[src/rtl/sdram_rw_arbiter.sv]
// sdram_rw_arbiter: shares the SDRAM core between the display reader and
// two round-robin writers, with a read starvation cap and a watchdog.
module sdram_rw_arbiter #(
  parameter int ADDR_W     = 24,
  parameter int DATA_W     = 16,
  parameter int STARVE_MAX = 8,
  parameter int TIMEOUT    = 1023
) (
  input  logic              clk,
  input  logic              rst_n,
  input  logic              en,
  input  logic              rd_req,
  input  logic [ADDR_W-1:0] rd_addr,
  output logic              rd_done,
  input  logic              wr0_req,
  input  logic [ADDR_W-1:0] wr0_addr,
  input  logic [DATA_W-1:0] wr0_data,
  output logic              wr0_done,
  input  logic              wr1_req,
  input  logic [ADDR_W-1:0] wr1_addr,
  input  logic [DATA_W-1:0] wr1_data,
  output logic              wr1_done,
  output logic [1:0]        sdram_call,
  output logic [ADDR_W-1:0] sdram_addr,
  output logic [DATA_W-1:0] sdram_wdata,
  input  logic [1:0]        sdram_done,
  output logic              busy,
  output logic              timeout_err
);

  localparam int SW = $clog2(STARVE_MAX + 1);
  localparam int WW = $clog2(TIMEOUT + 1);

  typedef enum logic [1:0] {
    S_IDLE, S_ISSUE, S_WAIT
  } state_e;

  typedef enum logic [1:0] {
    G_RD, G_WR0, G_WR1
  } grant_e;

  state_e            state_q, state_d;
  grant_e            gnt_q, gnt_d;
  logic [1:0]        call_q, call_d;
  logic [ADDR_W-1:0] addr_q, addr_d;
  logic [DATA_W-1:0] wdata_q, wdata_d;
  logic [SW-1:0]     starve_q, starve_d;
  logic [WW-1:0]     wd_q, wd_d;
  logic              rr_q, rr_d;
  logic              terr_q, terr_d;
  logic              rdd_q, rdd_d;
  logic              w0d_q, w0d_d;
  logic              w1d_q, w1d_d;

  logic wr_pend, rd_win, wr0_win, wr1_win, hit;

  always_comb begin
    wr_pend = wr0_req | wr1_req;
    rd_win  = rd_req &
              ((starve_q < SW'(STARVE_MAX)) | ~wr_pend);
    // rr_q = 0 prefers wr0, 1 prefers wr1
    wr0_win = ~rd_win & wr0_req & (~rr_q | ~wr1_req);
    wr1_win = ~rd_win & wr1_req & ~wr0_win;
    hit     = (gnt_q == G_RD) ? sdram_done[0]
                              : sdram_done[1];
  end

  always_comb begin
    state_d  = state_q;
    gnt_d    = gnt_q;
    call_d   = call_q;
    addr_d   = addr_q;
    wdata_d  = wdata_q;
    starve_d = starve_q;
    wd_d     = wd_q;
    rr_d     = rr_q;
    terr_d   = terr_q;
    rdd_d    = 1'b0;
    w0d_d    = 1'b0;
    w1d_d    = 1'b0;
    unique case (state_q)
      S_IDLE: begin
        if (en && (rd_req || wr_pend)) begin
          state_d = S_ISSUE;
          unique case (1'b1)
            rd_win: begin
              gnt_d  = G_RD;
              addr_d = rd_addr;
              if (!wr_pend) begin
                starve_d = '0;
              end else if (starve_q != SW'(STARVE_MAX)) begin
                starve_d = starve_q + SW'(1);
              end
            end
            wr0_win: begin
              gnt_d    = G_WR0;
              addr_d   = wr0_addr;
              wdata_d  = wr0_data;
              starve_d = '0;
              rr_d     = 1'b1;
            end
            wr1_win: begin
              gnt_d    = G_WR1;
              addr_d   = wr1_addr;
              wdata_d  = wr1_data;
              starve_d = '0;
              rr_d     = 1'b0;
            end
            default: ;
          endcase
        end
      end
      S_ISSUE: begin
        call_d  = (gnt_q == G_RD) ? 2'b01 : 2'b10;
        wd_d    = '0;
        state_d = S_WAIT;
      end
      S_WAIT: begin
        if (hit) begin
          call_d  = 2'b00;
          rdd_d   = (gnt_q == G_RD);
          w0d_d   = (gnt_q == G_WR0);
          w1d_d   = (gnt_q == G_WR1);
          state_d = S_IDLE;
        end else if (wd_q == WW'(TIMEOUT - 1)) begin
          // call has been held TIMEOUT cycles; abandon it
          call_d  = 2'b00;
          terr_d  = 1'b1;
          state_d = S_IDLE;
        end else begin
          wd_d = wd_q + WW'(1);
        end
      end
      default: state_d = S_IDLE;
    endcase
  end

  always_ff @(posedge clk or negedge rst_n) begin
    if (!rst_n) begin
      state_q  <= S_IDLE;
      gnt_q    <= G_RD;
      call_q   <= '0;
      addr_q   <= '0;
      wdata_q  <= '0;
      starve_q <= '0;
      wd_q     <= '0;
      rr_q     <= 1'b0;
      terr_q   <= 1'b0;
      rdd_q    <= 1'b0;
      w0d_q    <= 1'b0;
      w1d_q    <= 1'b0;
    end else begin
      state_q  <= state_d;
      gnt_q    <= gnt_d;
      call_q   <= call_d;
      addr_q   <= addr_d;
      wdata_q  <= wdata_d;
      starve_q <= starve_d;
      wd_q     <= wd_d;
      rr_q     <= rr_d;
      terr_q   <= terr_d;
      rdd_q    <= rdd_d;
      w0d_q    <= w0d_d;
      w1d_q    <= w1d_d;
    end
  end

  assign sdram_call  = call_q;
  assign sdram_addr  = addr_q;
  assign sdram_wdata = wdata_q;
  assign rd_done     = rdd_q;
  assign wr0_done    = w0d_q;
  assign wr1_done    = w1d_q;
  assign busy        = (state_q != S_IDLE);
  assign timeout_err = terr_q;

endmodule

[config.mk]
export PLATFORM = sky130hd
export DESIGN_NAME = sdram_rw_arbiter
export DESIGN_NICKNAME = d
export VERILOG_FILES = /design/src/rtl/sdram_rw_arbiter.sv
export SDC_FILE = /design/constraint.sdc
export NUM_CORES = 1
export LEC_CHECK = 0
export BUFFER_PORTS_ARGS = -buffer_cell sky130_fd_sc_hd__buf_2
export CAP_MARGIN = 20
export CORE_MARGIN = 2
export CORE_UTILIZATION = 35
export CTS_CLUSTER_SIZE = 12
export DETAILED_ROUTE_END_ITERATION = 16
export GPL_ROUTABILITY_DRIVEN = 0
export PLACE_DENSITY_LB_ADDON = 0.1
export SLEW_MARGIN = 10
export SYNTH_ARGS = -nofsm -noshare
export SYNTH_HDL_FRONTEND = slang
export SYNTH_SLANG_ARGS = --single-unit
[constraint.sdc]
create_clock -name clk -period 2 [get_ports clk]
set_input_delay 0.2 -clock clk [delete_from_list [all_inputs] [get_ports clk]]
set_output_delay 0.2 -clock clk [all_outputs]
set_load 0.03 [all_outputs]
==> results.py, run 1 <==
metrics = {
    "detailed_routing": {
        "drc": 0,
        "dr.pass1.iters": 4,
        "routedWlPerCell_um": 14.05,
        "drtAntennaViolNets": 0,
        "via_count": 3290,
        "vias_per_cell": 4.977,
        "drtIter0Drc": 113,
        "wl_mm": 9.284,
    },
    "global_routing": {
        "grt_pass1_vias": 3253,
        "grt_max_degree": 66,
        "grt_usage": 0.1827,
        "antenna_found_initial": 0,
        "grt_pass1_wl_mm": 15.13,
        "grt_overflow": 0,
    },
    "placed_design": {
        "portBuffers": 158,
        "pre_cts_slack_ps": 121.0,
        "place_hpwl_mm": 6.849,
        "placed_area_sq_mm": 0.004345,
        "dp_cells": 644,
    },
    "timing": {
        "setup_tns_ps": 0,
        "worst_pin_slew_ps": 944.1,
        "slew_violations": 0,
        "grt_setup_unrepaired": "no",
        "slew-limit-headroom": 0.3699,
        "finalCritPeriodShare": 0.9545,
        "setup_viol_count_final": 0,
        "hold_viol": 0,
        "fin_worst_skew_ps": 8.109,
        "clock.fmax_mhz": 523.8,
        "period_needed_ps": 1909,
        "worst_slack_ps": 90.97,
    },
    "clock_tree": {
        "clkTransAtPathRegs_ps": 70,
        "cts_tree": "done",
        "root_buffer": "clkbuf_8",
        "clk_latency_ps": 330,
        "cts_buffers": 9,
        "clkSinkCount": 65,
        "htreeDepth": 3,
        "clk_path_buf_depth": 2,
    },
    "synth": {
        "synth_edf_count": 0,
        "synth_most_common_cell": "dfrtp_1",
        "synthSimpleGateAreaFrac": 0.1721,
        "synth_compound_area_frac": 0.2473,
        "ys_top_cells_by_area": "dfrtp_1, nand2_1, nor2_1",
        "ys_async_sr_fraction": 1.000,
        "avgSynthCellArea_sq_um": 9.104,
        "synth_xor_xnor_area_share": 0.002607,
        "synth.top_cell.area_share": 0.4842,
        "yosys.area_share.adder": 0.02980,
        "synth_fp_nets": 489,
        "ys_seq_elements": 65,
        "yosys_warnings": 0,
        "yosys-top-cells-count": "dfrtp_1, nand2_1, nor2_1, o22ai_1, a21o_1",
        "netlist_area_sq_mm": 0.003359,
        "synth-seq-area-share": 0.4842,
        "syn_inst": 369,
        "synth_area_leader_cell": "dfrtp_1",
        "synth_ff_type": "dfrtp_1",
        "synth_mux_area_frac": 0.01862,
        "synth_top_family_by_area": "compound AO/OA/AOI/OAI gates",
        "synth_cell_type_count": 44,
    },
    "min_path": {
        "whs_endpoint": "sdram_wdata[14]",
        "hold-path-cell-count": 3,
        "hp-class": "primary input to flop",
        "holdCritStartpoint": "wr1_data[14]",
    },
    "cells_and_area": {
        "final_cell_area_sq_mm": 0.004524,
        "area_growth_pct": 34.67,
        "layout.cells.non_filler": 661,
        "final_layout_size_suffix_gt1_frac": 0.3759,
        "antennaDiodeCount": 0,
        "fin_nets": 648,
    },
    "floorplanning": {
        "ios": 159,
        "die_w_um": 102.0,
        "row_count": 35,
        "fp.coreArea_sq_mm": 0.009284,
        "die_h_um": 102.0,
        "start_util": 0.3619,
        "fp.dieArea_sq_mm": 0.01040,
    },
    "pwr": {
        "sequentialPowerShare": 0.343,
        "peakVddDrop_v": 0.0006023,
        "intPower_uw": 3385,
        "power.net_switching_uw": 2796,
        "combPwrFrac": 0.503,
        "power_density_mw_per_mm2": 1366,
        "p_leak_uw": 0.002286,
        "clock_power_share": 0.154,
        "swShare": 0.4524,
    },
    "worst_setup_path": {
        "required_ps": 2240,
        "cp_max_fo": 8,
        "cp.arrival_ps": 2150,
        "crit_slowest_cell": "or4_1",
        "cpPeakStageDelay_ps": 480,
        "r2r_start": "state_q[0]",
        "r2r_slack_ps": 90,
        "cp-start-kind": "flop",
        "reg2reg_to": "wd_q[9]",
        "reg2reg_depth": 7,
        "worstPathCellList": "inv_2 -> ha_1 -> inv_1 -> o41ai_1 -> a21o_1 -> or4_1 -> o21ai_0",
        "critical_path_class": "flop to flop",
        "crit_start": "state_q[0]",
        "critPathCaptureType": "flop",
    },
    "run": {
        "maxCapViolCount": 0,
    },
    "run_status": {
        "outcome": "completed",
    },
}
[flip-flops by register name, summed over array words and instances (netlist names)]
name / flops
sdram_call: 2
gnt_q: 2
starve_q: 4
sdram_addr: 24
timeout_err: 1
wr1_done: 1
state_q: 2
wd_q: 10
rr_q: 1
wr0_done: 1
sdram_wdata: 16
rd_done: 1
[area by class of cell]
cell class	instances	area, sq um
inverters	13	48.80
clock buffers	11	141.4
repair buffers	172	935.9
well taps	129	161.4
clock inverters	4	20.02
multi-input cells	267	1590
flip-flops and latches	65	1627
fillers	955	4760
[layout by cell type, fill, tap and decap left out, types with 3 or more instances in the layout]
cell type | synthesis | routed
buf_2 | 11 | 158
dfrtp_1 | 65 | 65
nand2_1 | 56 | 55
nor2_1 | 55 | 52
o22ai_1 | 20 | 20
a21o_1 | 19 | 19
a31oi_1 | 18 | 18
a211oi_1 | 17 | 17
inv_1 | 13 | 11
o21ai_0 | 10 | 10
clkbuf_8 | 0 | 10
buf_4 | 0 | 10
o31ai_1 | 9 | 9
ha_1 | 8 | 8
a221oi_1 | 7 | 7
nand3_1 | 6 | 6
a21oi_1 | 5 | 5
clkinv_2 | 0 | 4
and3_1 | 3 | 3
nor2_2 | 0 | 3
buf_12 | 0 | 3
[routing by layer]
layer	GRT usage	wire length (um)	vias up
li1	-	-	1646
met1	0.2387	4165	1546
met2	0.2966	4492	91
met3	0.04514	541	7
met4	0.06462	83	0
met5	0	0	-
[how the worst max path moves through the flow]
stage | end | slack (ps) | depth (start not counted)
floorplan | wd_q[9] | 180 | 7
global placement | state_q[0] | 160 | 7
detailed placement | wd_q[7] | 120 | 7
CTS | wd_q[9] | 80 | 7
global route | wd_q[9] | 7 | 7
finish | wd_q[9] | 90 | 7
[through the flow]
| step | power (uW) | utilization | hold slack (ps) |
|---|---|---|---|
| floorplan | 4262 | - | -95.59 |
| global placement | 5212 | 0.4681 | 243.7 |
| detailed placement | 5249 | 0.4681 | 249.4 |
| finish | 6181 | 0.4873 | 115.9 |
| CTS | 6247 | 0.4865 | 95.44 |
| global route | 6639 | 0.4873 | 104.3 |
[power groups by stage]
| stage | registers [uW] | clock network, uW | logic (uW) |
|---|---|---|---|
| 4_1_cts | 2130 | 999 | 3120 |
| 6_report | 2120 | 950 | 3110 |
| 5_1_grt | 2190 | 1050 | 3400 |
| 3_3_place_gp | 2120 | 0 | 3090 |
| 3_5_place_dp | 2130 | 0 | 3120 |
| 2_1_floorplan | 2960 | 0 | 1300 |
[critical path, delay by kind of cell (launching register included)]
| kind | cells | cell delay, ps |
|---|---|---|
| DFF | 1 | 400 |
| adders and majority gates | 1 | 210 |
| AOI/OAI and AO/OA | 3 | 460 |
| and+or+nand+nor | 1 | 480 |
| buffers and inverters | 2 | 270 |
[what timing repair did]
action	CTS	global route
hold buffers	1	0
setup buffers	0	1
setup endpoints to repair	0	4
gates resized for setup	0	2
endpoints found under the hold margin	65	0
[logic make-up (layout without fill, tap and decap cells)]
kind of cell | after synthesis | count (layout)
compound gates | 118 | 118
xor+xnor | 1 | 1
fa+ha+maj | 8 | 8
buf+inv | 37 | 200
flops | 65 | 65
mux | 5 | 5
simple gates | 135 | 135
(Power assumes the default switching activity.)
==> inputs of run 2 (changes only) <==
Settings changed: CORE_ASPECT_RATIO set to 1.2.
==> run 2 against run 1 <==
  * Clock skew down 2.7 ps
  * Sequential share of layout area down 0.91 points
  * Power up 8.5%
  * Global-route usage up 1.2 points
==> results.py, run 2 (synthesized netlist as in run 1, its figures left out) <==
metrics = {
    "cells_and_area": {
        "area_growth_pct": 38.17,
        "antennaDiodeCount": 0,
        "largest_register_ffs": 24,
        "fillers": 920,
        "mostFrequentLayoutCells": "buf_2, dfrtp_1, nand2_1",
        "fin_nets": 650,
        "layout.cells.non_filler": 658,
        "layout_commonest_cell": "buf_2",
        "multiInputGateArea_sq_mm": 0.001588,
        "final_cell_area_sq_mm": 0.004642,
        "final_layout_size_suffix_gt1_frac": 0.3738,
        "regArea_sq_mm": 0.001627,
    },
    "timing": {
        "fin_worst_skew_ps": 5.424,
        "hold_viol": 0,
        "worst_pin_slew_ps": 764.5,
        "worst_slack_ps": 117.2,
        "period_needed_ps": 1883,
        "grt_setup_unrepaired": "no",
        "setup_tns_ps": 0,
        "clock.fmax_mhz": 531.1,
        "finalCritPeriodShare": 0.9414,
        "slew_violations": 0,
        "setup_viol_count_final": 0,
        "slew-limit-headroom": 0.4869,
    },
    "global_routing": {
        "grt_usage": 0.1949,
        "grt_pass1_vias": 3142,
        "grt_max_degree": 66,
        "grt_overflow": 0,
        "grt_pass1_wl_mm": 15.83,
        "antenna_found_initial": 0,
    },
    "detailed_routing": {
        "drc": 0,
        "drtIter0Drc": 140,
        "routedWlPerCell_um": 15.01,
        "wl_mm": 9.879,
        "dr.pass1.iters": 4,
        "drtAntennaViolNets": 0,
        "vias_per_cell": 5.143,
        "via_count": 3384,
    },
    "worst_setup_path": {
        "r2r_slack_ps": 120,
        "critPathCaptureType": "flop",
        "cp-start-kind": "flop",
        "cp.arrival_ps": 2100,
        "r2r_start": "wd_q[0]",
        "reg2reg_depth": 7,
        "required_ps": 2220,
        "reg2reg_to": "state_q[1]",
        "cp_max_fo": 7,
        "critical_path_class": "flop to flop",
    },
    "clock_tree": {
        "clk_latency_ps": 330,
        "clkTransAtPathRegs_ps": 60,
        "htreeDepth": 3,
        "post_cts_resized": 0,
        "root_buffer": "clkbuf_16",
        "cts_buffers": 9,
        "cts_tree": "done",
        "clk_path_buf_depth": 2,
        "clkSinkCount": 65,
    },
    "placed_design": {
        "portBuffers": 158,
        "pre_cts_slack_ps": 118.4,
        "place_hpwl_mm": 7.322,
        "placed_area_sq_mm": 0.004343,
        "dp_cells": 639,
    },
    "min_path": {
        "whs_endpoint": "sdram_wdata[11]",
        "hold-path-cell-count": 3,
        "holdCritStartpoint": "wr0_data[11]",
        "hp-class": "primary input to flop",
    },
    "floorplanning": {
        "die_h_um": 111.3,
        "row_count": 39,
        "ios": 159,
        "fp.coreArea_sq_mm": 0.009418,
        "start_util": 0.3567,
        "die_w_um": 93.44,
        "fp.dieArea_sq_mm": 0.01040,
    },
    "run_status": {
        "outcome": "completed",
    },
    "pwr": {
        "p_total_uw": 6707,
        "p_leak_uw": 0.002342,
        "peakVddDrop_v": 0.0005143,
        "power_density_mw_per_mm2": 1445,
    },
    "run": {
        "maxCapViolCount": 0,
    },
}
run 2: cell types whose count changed in the layout (fill, tap and decap cells not counted), sizes merged:
cell | before | now
buf | 171 | 173
clkinvlp | 0 | 1
run 2: area by class of cell:
class,instances,share of cell area
flip-flops and latches,65,0.3504
multi-input cells,267,0.3420
repair buffers,174,0.2049
clock buffers,11,0.05229
well taps,123,0.03315
inverters,13,0.01051
clock inverters,5,0.006739
run 2: how the worst max path moves through the flow:
| stage | start | endpoint | slack (ps) |
|---|---|---|---|
| floorplan | state_q[0] | wd_q[9] | 180 |
| global route | wd_q[0] | state_q[0] | 20 |
| detailed placement | wd_q[0] | wd_q[2] | 120 |
| CTS | wd_q[0] | state_q[0] | 120 |
| finish | wd_q[0] | state_q[1] | 120 |
| global placement | wd_q[0] | wd_q[2] | 150 |
run 2: power by group:
part	total (uW)	switching, uW	internal (uW)	leakage (uW)
clock network	1450	580	867	0.000135
registers	2120	298	1820	0.000805
logic	3140	2040	1100	0.00140
run 2: stage by stage:
| stage | hold slack, ps | utilization |
|---|---|---|
| global placement | 253.6 | 0.4611 |
| floorplan | -95.59 | - |
| finish | 118.4 | 0.4929 |
| CTS | 103.3 | 0.4913 |
| global route | 121.3 | 0.4929 |
| detailed placement | 252.1 | 0.4611 |
run 2: metal layers:
metal	routed length, um	vias to the layer above	part of all wire	GRT usage
met2	4779	121	0.48	0.3098
li1	-	1662	-	-
met3	656	18	0.066	0.05778
met4	223	0	0.023	0.08137
met1	4220	1583	0.43	0.2462
met5	0	-	0	0
run 2: timing repair:
item,4_1_cts,5_1_grt
hold buffers,1,0
endpoints found under the setup margin,0,1
endpoints found under the hold margin,65,0
setup buffers,0,2
run 2: worst max-delay path: stages (launching register included):
cell and delay (ps):
dfrtp_1 380, inv_1 110, ha_1 160, nand2_1 60, or4_4 530, nand2_4 140, o22ai_4 90, mux2_4 300
